===== config.mk =====
export PLATFORM = sky130hd
export DESIGN_NAME = if_id_instr_buffer
export DESIGN_NICKNAME = d
export VERILOG_FILES = /design/src/rtl/if_id_instr_buffer.sv
export SDC_FILE = /design/constraint.sdc
export NUM_CORES = 1
export LEC_CHECK = 0
export BUFFER_PORTS_ARGS = -buffer_cell sky130_fd_sc_hd__buf_2
export CAP_MARGIN = 20
export CORE_UTILIZATION = 50
export CTS_CLUSTER_DIAMETER = 50
export DETAILED_ROUTE_END_ITERATION = 10
export PLACE_DENSITY = 0.87
export SETUP_SLACK_MARGIN = 0.2
export SYNTH_ARGS = -nofsm -noshare
export SYNTH_HDL_FRONTEND = slang
export SYNTH_SLANG_ARGS = --single-unit

===== constraint.sdc =====
create_clock -name i_clk -period 9.8 [get_ports i_clk]
set_clock_uncertainty 0.05 [all_clocks]
set_input_delay 0.49 -clock i_clk [delete_from_list [all_inputs] [get_ports i_clk]]
set_output_delay 0.49 -clock i_clk [all_outputs]
set_load 0.01 [all_outputs]

===== src/rtl/if_id_instr_buffer.sv =====
// Decoupling FIFO between instruction fetch and the ID-stage decoder.
// Holds {pc, instr} pairs. It presents the oldest pair with a registered valid.
// When the buffer is empty, decode sees a canonical NOP at PC 0.
module if_id_instr_buffer #(
    parameter int unsigned     XLEN  = 32,
    parameter int unsigned     DEPTH = 2,
    parameter logic [XLEN-1:0] NOP   = 32'h0000_0013
) (
    input  logic                     i_clk,
    input  logic                     i_rst,
    input  logic                     i_flush,
    input  logic                     i_fetch_valid,
    output logic                     o_fetch_ready,
    input  logic [XLEN-1:0]          i_fetch_pc,
    input  logic [XLEN-1:0]          i_fetch_instr,
    output logic                     o_id_valid,
    input  logic                     i_id_ready,
    output logic [XLEN-1:0]          o_id_pc,
    output logic [XLEN-1:0]          o_id_instr,
    output logic [$clog2(DEPTH):0]   o_count
);

    localparam int unsigned PTR_W = $clog2(DEPTH);
    localparam int unsigned CNT_W = PTR_W + 1;

    logic [XLEN-1:0]  mem_pc    [DEPTH];
    logic [XLEN-1:0]  mem_instr [DEPTH];

    logic [PTR_W-1:0] rd_ptr_q, rd_ptr_d;
    logic [PTR_W-1:0] wr_ptr_q, wr_ptr_d;
    logic [CNT_W-1:0] count_q, count_d;

    logic push, pop;

    function automatic logic [PTR_W-1:0] ptr_inc(input logic [PTR_W-1:0] p);
        return (p == PTR_W'(DEPTH - 1)) ? '0 : p + 1'b1;
    endfunction

    // Ready and valid come only from registered count, so there is no ready-to-ready path
    assign o_fetch_ready = (count_q != CNT_W'(DEPTH));
    assign o_id_valid    = (count_q != '0);
    assign o_count       = count_q;

    // Head pair, forced to 0/NOP when empty so stale or unwritten memory never leaks out
    always_comb begin
        o_id_pc    = '0;
        o_id_instr = NOP;
        if (o_id_valid) begin
            o_id_pc    = mem_pc[rd_ptr_q];
            o_id_instr = mem_instr[rd_ptr_q];
        end
    end

    // Handshake qualification and next pointer/count values; flush wins over everything
    always_comb begin
        push     = i_fetch_valid & o_fetch_ready & ~i_flush;
        pop      = o_id_valid & i_id_ready & ~i_flush;
        rd_ptr_d = rd_ptr_q;
        wr_ptr_d = wr_ptr_q;
        count_d  = count_q;
        if (i_flush) begin
            rd_ptr_d = '0;
            wr_ptr_d = '0;
            count_d  = '0;
        end else begin
            if (push) wr_ptr_d = ptr_inc(wr_ptr_q);
            if (pop)  rd_ptr_d = ptr_inc(rd_ptr_q);
            if (push && !pop) count_d = count_q + 1'b1;
            else if (pop && !push) count_d = count_q - 1'b1;
        end
    end

    // Pointer and occupancy state, cleared asynchronously
    always_ff @(posedge i_clk or posedge i_rst) begin
        if (i_rst) begin
            rd_ptr_q <= '0;
            wr_ptr_q <= '0;
            count_q  <= '0;
        end else begin
            rd_ptr_q <= rd_ptr_d;
            wr_ptr_q <= wr_ptr_d;
            count_q  <= count_d;
        end
    end

    // Storage array, which has no reset because the empty-state muxing hides its contents
    always_ff @(posedge i_clk) begin
        if (push) begin
            mem_pc[wr_ptr_q]    <= i_fetch_pc;
            mem_instr[wr_ptr_q] <= i_fetch_instr;
        end
    end

endmodule


# Word-level counts from Yosys, hierarchy flattened
# Memories as Yosys holds them, arrays and structs flattened.
# Cells that the tools add are included.
totals:
  latch_bits: 0
  word_cells: 36
  reg_bits: 4
  ram_bits: 128
  in_bits: 69
  mem_bits_ro: 0
  out_inout_bits: 68
  mem_count: 2
classes:
  n_eq_ne: 1
  reduce_logical: 8
  n_mul: 0
  add_sub_neg: 4
  n_mux: 13
  n_bitwise: 5
  order_cmp: 0
  shifts: 0
  div_mod_pow: 0
memory_table:
  columns: ["name", "depth", "word_bits", "read_ports", "rd_ports_with_merged_regs", "write_ports", "line", "source"]
  rows:
  - ["mem_instr", 2, 32, 1, 0, 1, "27", "logic [XLEN-1:0] mem_instr [DEPTH];"]
  - ["mem_pc", 2, 32, 1, 0, 1, "26", "logic [XLEN-1:0] mem_pc [DEPTH];"]
op_table:
  columns: ["cell", "count"]
  rows:
  - ["32-bit 2-to-1 mux", 2]
  - ["1-bit 2-to-1 mux", 8]
  - ["2-bit 2-to-1 mux", 3]
  - ["2-bit nonzero test", 3]
  - ["1-bit AND", 4]
  - ["3-bit nonzero test", 1]
  - ["1-bit adder, second input constant", 2]
  - ["2-bit by 1-bit adder with 2-bit output, second input constant", 1]
  - ["1-bit logical AND", 2]
  - ["1-bit logical NOT", 2]
  - ["2-bit != test, second input constant", 1]
  - ["2-bit by 1-bit subtractor with 2-bit output, second input constant", 1]
  - ["1-bit inverter", 1]

# Depth between registers and ports, before layout
# Gate-level depths: netlist (run 1).
depth:
  word_depth: 8
  depth_mapped: 4
  mapped_depth_nobuf: 4

# Worst setup path before layout (run 1)
# Ideal clock, no wire load.
synth_timing:
  path_kind: "reg-to-reg"
  from: "register count_q[1] (netlist: o_count[1])"
  to: "memory mem_instr[1][0] (enable)"
  path_stages_with_launch: 5
  t_arrival_ps: 5479
  period_less_slack_ps: 6108
  t_required_ps: 9171
  slack_ps: 3692
  cell_sequence: "dfrtp_1 -> nor2b_2 -> inv_2 -> nand2_1 -> nor3b_1"
synth_between:
  elab_chain_cells: 5
synth_lines:
  columns: ["item", "line", "source"]
  rows:
  - ["start, declared", "31", "logic [CNT_W-1:0] count_q, count_d;"]
  - ["start signal, assigned", "82", "count_q <= count_d;"]
  - ["2-bit != test", "40", "assign o_fetch_ready = (count_q != CNT_W'(DEPTH));"]
  - ["named net o_fetch_ready", "13", "output logic o_fetch_ready,"]
  - ["1-bit AND (2 in a row)", "56", "push = i_fetch_valid & o_fetch_ready & ~i_flush;"]
  - ["1-bit 2-to-1 mux", "88", "if (push) begin"]
  - ["1-bit 2-to-1 mux (implied by the code)", "90", "mem_instr[wr_ptr_q] <= i_fetch_instr;"]
  - ["end, declared", "27", null]
# The timed path passes the listed nets, and every way through them passes these cells.

# Final worst setup path (run 1)
layout_timing:
  from: "register count_q[0] (netlist: o_count[0])"
  to: "output o_id_instr[4]"
layout_between:
  elab_chain_cells: 2
layout_lines:
  columns: ["item", "line", "source"]
  rows:
  - ["2-bit nonzero test", "41", "assign o_id_valid = (count_q != '0);"]
  - ["32-bit 2-to-1 mux", "48", "if (o_id_valid) begin"]
  - ["end, declared", "19", "output logic [XLEN-1:0] o_id_instr,"]
# Every way passes these cells.

==> run_results.csv, run 1 <==
group,metric,value,unit
run_status,status,"finished, final reports clean",
yosys,synth_xor_area_share,0.173,%
drt,vias,2958,
timing,slew_viol_final,0,
critical_path,critical_path_arrival,2.10,ns
drt,drtAntennaViolNets,0,
clock_tree,cts_setup_buffers,0,
place,dpl.hpwl,5.30,mm
min_path,hold_path.class,"primary input to register",
timing,fin_crit,2.64,ns
yosys,synth_common_cells,"edfxtp_1, mux2i_1, nor2_1",
timing,slew_headroom,42.2,%
critical_path,critical_path.startpoint_type,"register",
global_route,grt_pass1_wl,13.0,mm
clock_tree,worstSkewPairLatency,0.51,ns
critical_path,crit_type,"register to primary output",
timing,tns,0,ns
drt,wl_per_cell,15.0,um
yosys,async_reset_ff_share,3.03,%
power,swShare,21.6,%
yosys,synth_largest_area_cell,"edfxtp_1",
drt,via_per_inst,5.01,
global_route,grt_usage,17.1,%
critical_path,crit_path_end_kind,"primary output",
global_route,overflow,0,
timing,layout_setup_ws,7.16,ns
cells_and_area,area.sequential,3950,um2
power,peakVddDrop,0.148,mV
floorplan,rows,36,
yosys,yosysSeqAreaShare,77.9,%
yosys,synthesis.area,5060,um2
timing,fin_crit_sh,27.0,%
global_route,antenna_found_initial,0,
critical_path,crit_family,"buffers and inverters",
cells_and_area,area_delta_synth_final,29.0,%
power,p_switching,0.313,mW
critical_path,critPathRequiredTime,9.26,ns
clock_tree,clock_path_buffers,2,
timing,holdWs,0.117,ns
floorplan,initial_core_util,51.8,%
yosys,synthMuxAreaShare,12.8,%
drt,first_iter_violations,103,
drt,wl,8.88,mm
power,clockPowerShare,46.6,%
yosys,yosysTopAreaCellShare,75.9,%
floorplan,core-area,9770,um2
power,seq_power_share,45.1,%
yosys,yosys_warnings,0,
critical_path,cp_slowest_cell,"buf_4",
yosys,synthesis.nets,366,
timing,worst_pin_slew,0.866,ns
drt,drc,0,
yosys,synth_compound_area_share,0.889,%
cells_and_area,final_cells,590,
yosys,synth.most_common_cell,"edfxtp_1",
timing,fmaxAchievable,378,MHz
yosys,ys_types,22,
clock_tree,clockRootBuffer,"clkbuf_8",
timing,finalSetupViolations,0,
yosys,yosys.area_share.simple,5.98,%
critical_path,crit_buf_inv,3,
floorplan,die_h,103,um
yosys,synth_cells,297,
floorplan,io-pin-count,137,
floorplan,die_w,103,um
clock_tree,cts_tree,"built",
power,power_density,222,nW/um2
yosys,synth_top_family_by_area,"multiplexers",
timing,hold_viol_final,0,
clock_tree,htree_levels,4,
power,p_leak,2.51,nW
cells_and_area,nets,513,
critical_path,crit_path_cell_trace,"nor2_4, buf_4, inv_1, nand2_1, buf_2",
place,preCtsSetupSlack,7.52,ns
global_route,grt_pass1_vias,2820,
yosys,synth_fa_ha_area_share,0,%
critical_path,critical_path.max_fanout,62,
clock_tree,cts.clk_slew.worst_paths,0.06,ns
power,comb_power_share,8.2,%
yosys,ys.flop_type,"edfxtp_1",
global_route,grt_max_degree,66,
place,place_inst,556,
clock_tree,ctsResizeCount,0,
clock_tree,cts_hold_buf,1,
drt,first_pass_iters,4,
yosys,synth-seq-cells,132,
clock_tree,numCtsBuffers,17,
cells_and_area,drive_gt1_share,39.2,%
critical_path,cpPeakStageDelay,0.54,ns
timing,rsz0062_at_grt,"false",
place,routabilityCongestion,0.703,
yosys,synth_edf_count,128,
yosys,synthTopCellsByArea,"edfxtp_1, mux2i_1, nor2_1, dfrtp_1, buf_6",
power,p_int,1.14,mW
job,cap_violations,0,
clock_tree,numClockSinks,132,
cells_and_area,multi_input_area,1020,um2
yosys,syn_avg_cell_area,17.1,um2
place,port_buffers,136,
cells_and_area,fillers,677,
cells_and_area,antenna_cells,0,
floorplan,die_area,10500,um2
## flip-flops by register name, indices dropped and copies added (netlist names)
signal and flops:
mem_instr 64, mem_pc 64, o_count 2, rd_ptr_q 1
wr_ptr_q 1
## worst paths after layout
check | cells after the start | endpoint | slack [ns] | from
setup / recovery | 5 | o_id_instr[4] | 7.16 | o_count[0]
hold / removal | 1 | mem_pc[0][14] | 0.12 | i_fetch_pc[14]
setup reg to reg | 5 | mem_instr[1][21] | 7.63 | o_count[1]
hold reg to reg | 2 | wr_ptr_q | 0.56 | wr_ptr_q
max in group asynchronous | 3 | rd_ptr_q | 9.13 | i_rst
min in group asynchronous | 3 | wr_ptr_q | 0.37 | i_rst
## layout by cell type (no fill, tap or decap)
| cell | n |
|---|---|
| a21o_1 | 1 |
| dfrtp_1 | 3 |
| nand3b_1 | 1 |
| or2_2 | 1 |
| buf_4 | 3 |
| clkinvlp_4 | 2 |
| buf_2 | 136 |
| a21oi_1 | 4 |
| nor3b_2 | 1 |
| nand2_1 | 4 |
| nor3_2 | 1 |
| nor2_1 | 62 |
| dlygate4sd3_1 | 1 |
| inv_2 | 1 |
| bufinv_16 | 5 |
| clkinv_4 | 2 |
| edfxtp_1 | 128 |
| clkinv_2 | 2 |
| clkbuf_8 | 1 |
| inv_1 | 3 |
| o21ai_0 | 2 |
| nor3b_1 | 1 |
| dfrtp_4 | 1 |
| xor2_1 | 1 |
| or3_1 | 1 |
| nor2b_2 | 1 |
| mux2i_1 | 65 |
| o211ai_1 | 1 |
| nor2_4 | 1 |
| buf_16 | 1 |
| clkbuf_16 | 16 |
| inv_6 | 4 |
## layer usage
metal  track usage [%]  vias up  wire, um
li1                  -     1404         -
met1              19.4     1438      3600
met2              28.9       99      4630
met3              5.90       17       498
met4              8.35        0       146
met5                 0        -         0
## cells by family (layout without fill, tap and decap cells)
kind of cell	count (synthesis)	in the layout
AND/OR/NAND/NOR	74	74
multiplexers	65	65
XOR/XNOR	1	1
buffers and inverters	17	177
flip-flops	132	132
AO/OA/AOI/OAI	8	8
## power groups by stage
stage               logic [mW]  clock network [mW]  registers (mW)
floorplan               0.0749                   0           0.662
global placement         0.107                   0           0.672
detailed placement       0.111                   0           0.673
CTS                      0.112               0.686           0.661
global route             0.130               0.712           0.656
finish                   0.119               0.676           0.654
## stage by stage
| stage | util, % | cell area [um2] | total power, mW |
|---|---|---|---|
| final | 66.8 | 6530 | 1.45 |
| after global routing | 66.8 | 6530 | 1.50 |
| after CTS | 66.6 | 6510 | 1.46 |
| after detailed placement | 59.9 | 5850 | 0.784 |
| after global placement | 59.9 | 5850 | 0.779 |
| after floorplan | - | 5060 | 0.737 |
## cell type report
cell class	instances	share of cell area [%]
sequential	132	60.4
multi-input combinational	148	15.6
timing repair buffer	141	11.3
clock buffer	17	6.34
clock inverter	15	3.49
tap	133	2.55
inverter	4	0.230
(Power assumes the default switching activity.)
==> run 2: changes to the inputs <==
--- a/config.mk
+++ b/config.mk
@@ -7,10 +7,10 @@
 export LEC_CHECK = 0
 export BUFFER_PORTS_ARGS = -buffer_cell sky130_fd_sc_hd__buf_2
 export CAP_MARGIN = 20
-export CORE_UTILIZATION = 50
+export CORE_UTILIZATION = 47
 export CTS_CLUSTER_DIAMETER = 50
 export DETAILED_ROUTE_END_ITERATION = 10
-export PLACE_DENSITY = 0.87
+export PLACE_DENSITY = 0.86
 export SETUP_SLACK_MARGIN = 0.2
 export SYNTH_ARGS = -nofsm -noshare
 export SYNTH_HDL_FRONTEND = slang
==> constraint.sdc (replaced) <==
create_clock -name i_clk -period 2.2 [get_ports i_clk]
set_clock_uncertainty 0.05 [all_clocks]
set_input_delay 0.11 -clock i_clk [delete_from_list [all_inputs] [get_ports i_clk]]
set_output_delay 0.11 -clock i_clk [all_outputs]
set_load 0.01 [all_outputs]
==> run 2 against run 1 <==
Effect of this change:
- design area grew 12%
- global-route usage rose by 2.4 points
- count of clock-buffer cells in the layout increased by 3
- via count up 10%
- sequential power grew to 4.4 times the previous value
- non-clock buffer count rose by 78
- clock power grew to 3.9 times the previous value
- utilization rose by 3.7 points
- worst hold slack better by 0.15 ns
- die area rose by 6.3%
- worst setup slack lost 6.9 ns
- combinational power rose to 5.9 times the previous value
- largest cell class unchanged
- highest routed layer unchanged
==> run_results.csv, run 2 (synthesis gave the netlist of run 1 again) <==
group,metric,value,unit
cells_and_area,multi_input_area,1050,um2
timing,fmaxAchievable,522,MHz
power,swShare,21.6,%
drt,via_per_inst,4.85,
floorplan,die_h,106,um
cells_and_area,antenna_cells,0,
floorplan,die_area,11200,um2
timing,slew_headroom,72.2,%
clock_tree,numClockSinks,132,
timing,finalSetupViolations,0,
cells_and_area,design_area,7310,um2
critical_path,critical_path.max_fanout,26,
job,cap_violations,0,
global_route,grt_pass1_vias,3416,
power,power_density,857,nW/um2
timing,fin_crit_sh,87.0,%
power,comb_power_share,11.1,%
clock_tree,numCtsBuffers,17,
drt,vias,3262,
global_route,antenna_found_initial,0,
cells_and_area,fillers,684,
critical_path,crit_path_end_kind,"primary output",
cells_and_area,area_delta_synth_final,44.4,%
floorplan,core-area,10400,um2
clock_tree,worstSkewPairLatency,0.51,ns
cells_and_area,drive_gt1_share,34.7,%
critical_path,critical_path.startpoint_type,"register",
timing,slew_viol_final,0,
floorplan,io-pin-count,137,
timing,layout_setup_ws,0.285,ns
power,p_int,4.91,mW
power,p_leak,2.83,nW
drt,first_iter_violations,212,
clock_tree,htree_levels,4,
cells_and_area,nets,592,
drt,drtAntennaViolNets,0,
drt,wl,10.4,mm
clock_tree,cts_tree,"built",
clock_tree,clockRootBuffer,"clkbuf_8",
clock_tree,clock_path_buffers,2,
place,port_buffers,136,
critical_path,crit_type,"register to primary output",
place,preCtsSetupSlack,0.438,ns
power,peakVddDrop,0.583,mV
critical_path,critical_path_arrival,1.75,ns
timing,hold_viol_final,0,
cells_and_area,fin_util,70.5,%
power,seq_power_share,46.3,%
global_route,grt_pass1_wl,16.1,mm
floorplan,die_w,106,um
critical_path,critPathRequiredTime,2.04,ns
cells_and_area,area.sequential,3950,um2
min_path,hold_path.class,"primary input to register",
timing,rsz0062_at_grt,"false",
timing,tns,0,ns
drt,drc,0,
place,routabilityCongestion,0.744,
drt,wl_per_cell,15.5,um
drt,first_pass_iters,4,
cells_and_area,final_cell_mix,"buf_2, edfxtp_1, dlygate4sd3_1, mux2i_1, nor2_1",
global_route,overflow,0,
global_route,grt_max_degree,35,
timing,worst_pin_slew,0.417,ns
place,dpl-instance-area,5980,um2
global_route,grt_usage,19.5,%
floorplan,initial_core_util,48.8,%
power,clockPowerShare,42.6,%
timing,fin_crit,1.91,ns
run_status,status,"finished, final reports clean",
critical_path,r2r_slack,0.39,ns
cells_and_area,final_common_cell,"buf_2",
power,p_switching,1.35,mW
floorplan,rows,37,
place,dpl.hpwl,5.91,mm
clock_tree,cts.clk_slew.worst_paths,0.06,ns
## run 2: final cells by class
type	instances	share of cell area, %
sequential	132	54.0
clock buffer	20	5.82
multi-input combinational	149	14.4
inverter	4	0.205
tap	136	2.33
clock inverter	12	1.88
timing repair buffer	219	21.4
## run 2: final timing paths
| path | from | endpoint | depth (start not counted) |
|---|---|---|---|
| setup / recovery | o_count[0] | o_id_pc[18] | 4 |
| hold / removal | i_fetch_pc[10] | mem_pc[1][10] | 2 |
| setup reg to reg | o_count[1] | mem_instr[0][20] | 5 |
| hold reg to reg | wr_ptr_q | wr_ptr_q | 2 |
| max in group asynchronous | i_rst | o_count[1] | 4 |
| min in group asynchronous | i_rst | wr_ptr_q | 4 |
## run 2: per-stage QoR
stage	hold slack, ns	power, mW	instances
floorplan	-0.174	3.28	297
global placement	-0.0497	3.50	565
detailed placement	-0.0528	3.52	565
CTS	0.238	6.29	668
global route	0.250	6.46	672
finish	0.264	6.27	672
## run 2: worst max-delay path: stages (launching register included)
cell	delay, ns
dfrtp_2	0.49
nor2_4	0.27
buf_8	0.24
nor2_1	0.09
buf_2	0.14
## run 2: timing repair
action                                  in CTS  in global routing
pin swaps                                    1                  1
hold buffers                                71                  0
endpoints found under the hold margin      136                  0
resized for setup                            4                  5
endpoints found under the setup margin      54                 54
cloned                                       0                  1
setup buffers                                0                  3
## run 2: power by group through the flow
| stage | Clock (mW) | Sequential, mW | Combinational [mW] |
|---|---|---|---|
| after floorplan | 0 | 2.94 | 0.339 |
| after global placement | 0 | 2.94 | 0.558 |
| after detailed placement | 0 | 2.95 | 0.570 |
| after CTS | 2.71 | 2.90 | 0.675 |
| after global routing | 2.80 | 2.91 | 0.751 |
| final | 2.67 | 2.90 | 0.697 |
## run 2: routing by layer
| metal | vias to the layer above | track usage, % | part of all wire [%] |
|---|---|---|---|
| met2 | 115 | 35.3 | 55 |
| met3 | 13 | 6.18 | 4.7 |
| li1 | 1558 | - | - |
| met4 | 0 | 7.94 | 1.1 |
| met1 | 1576 | 20.9 | 39 |
| met5 | - | 0 | 0 |
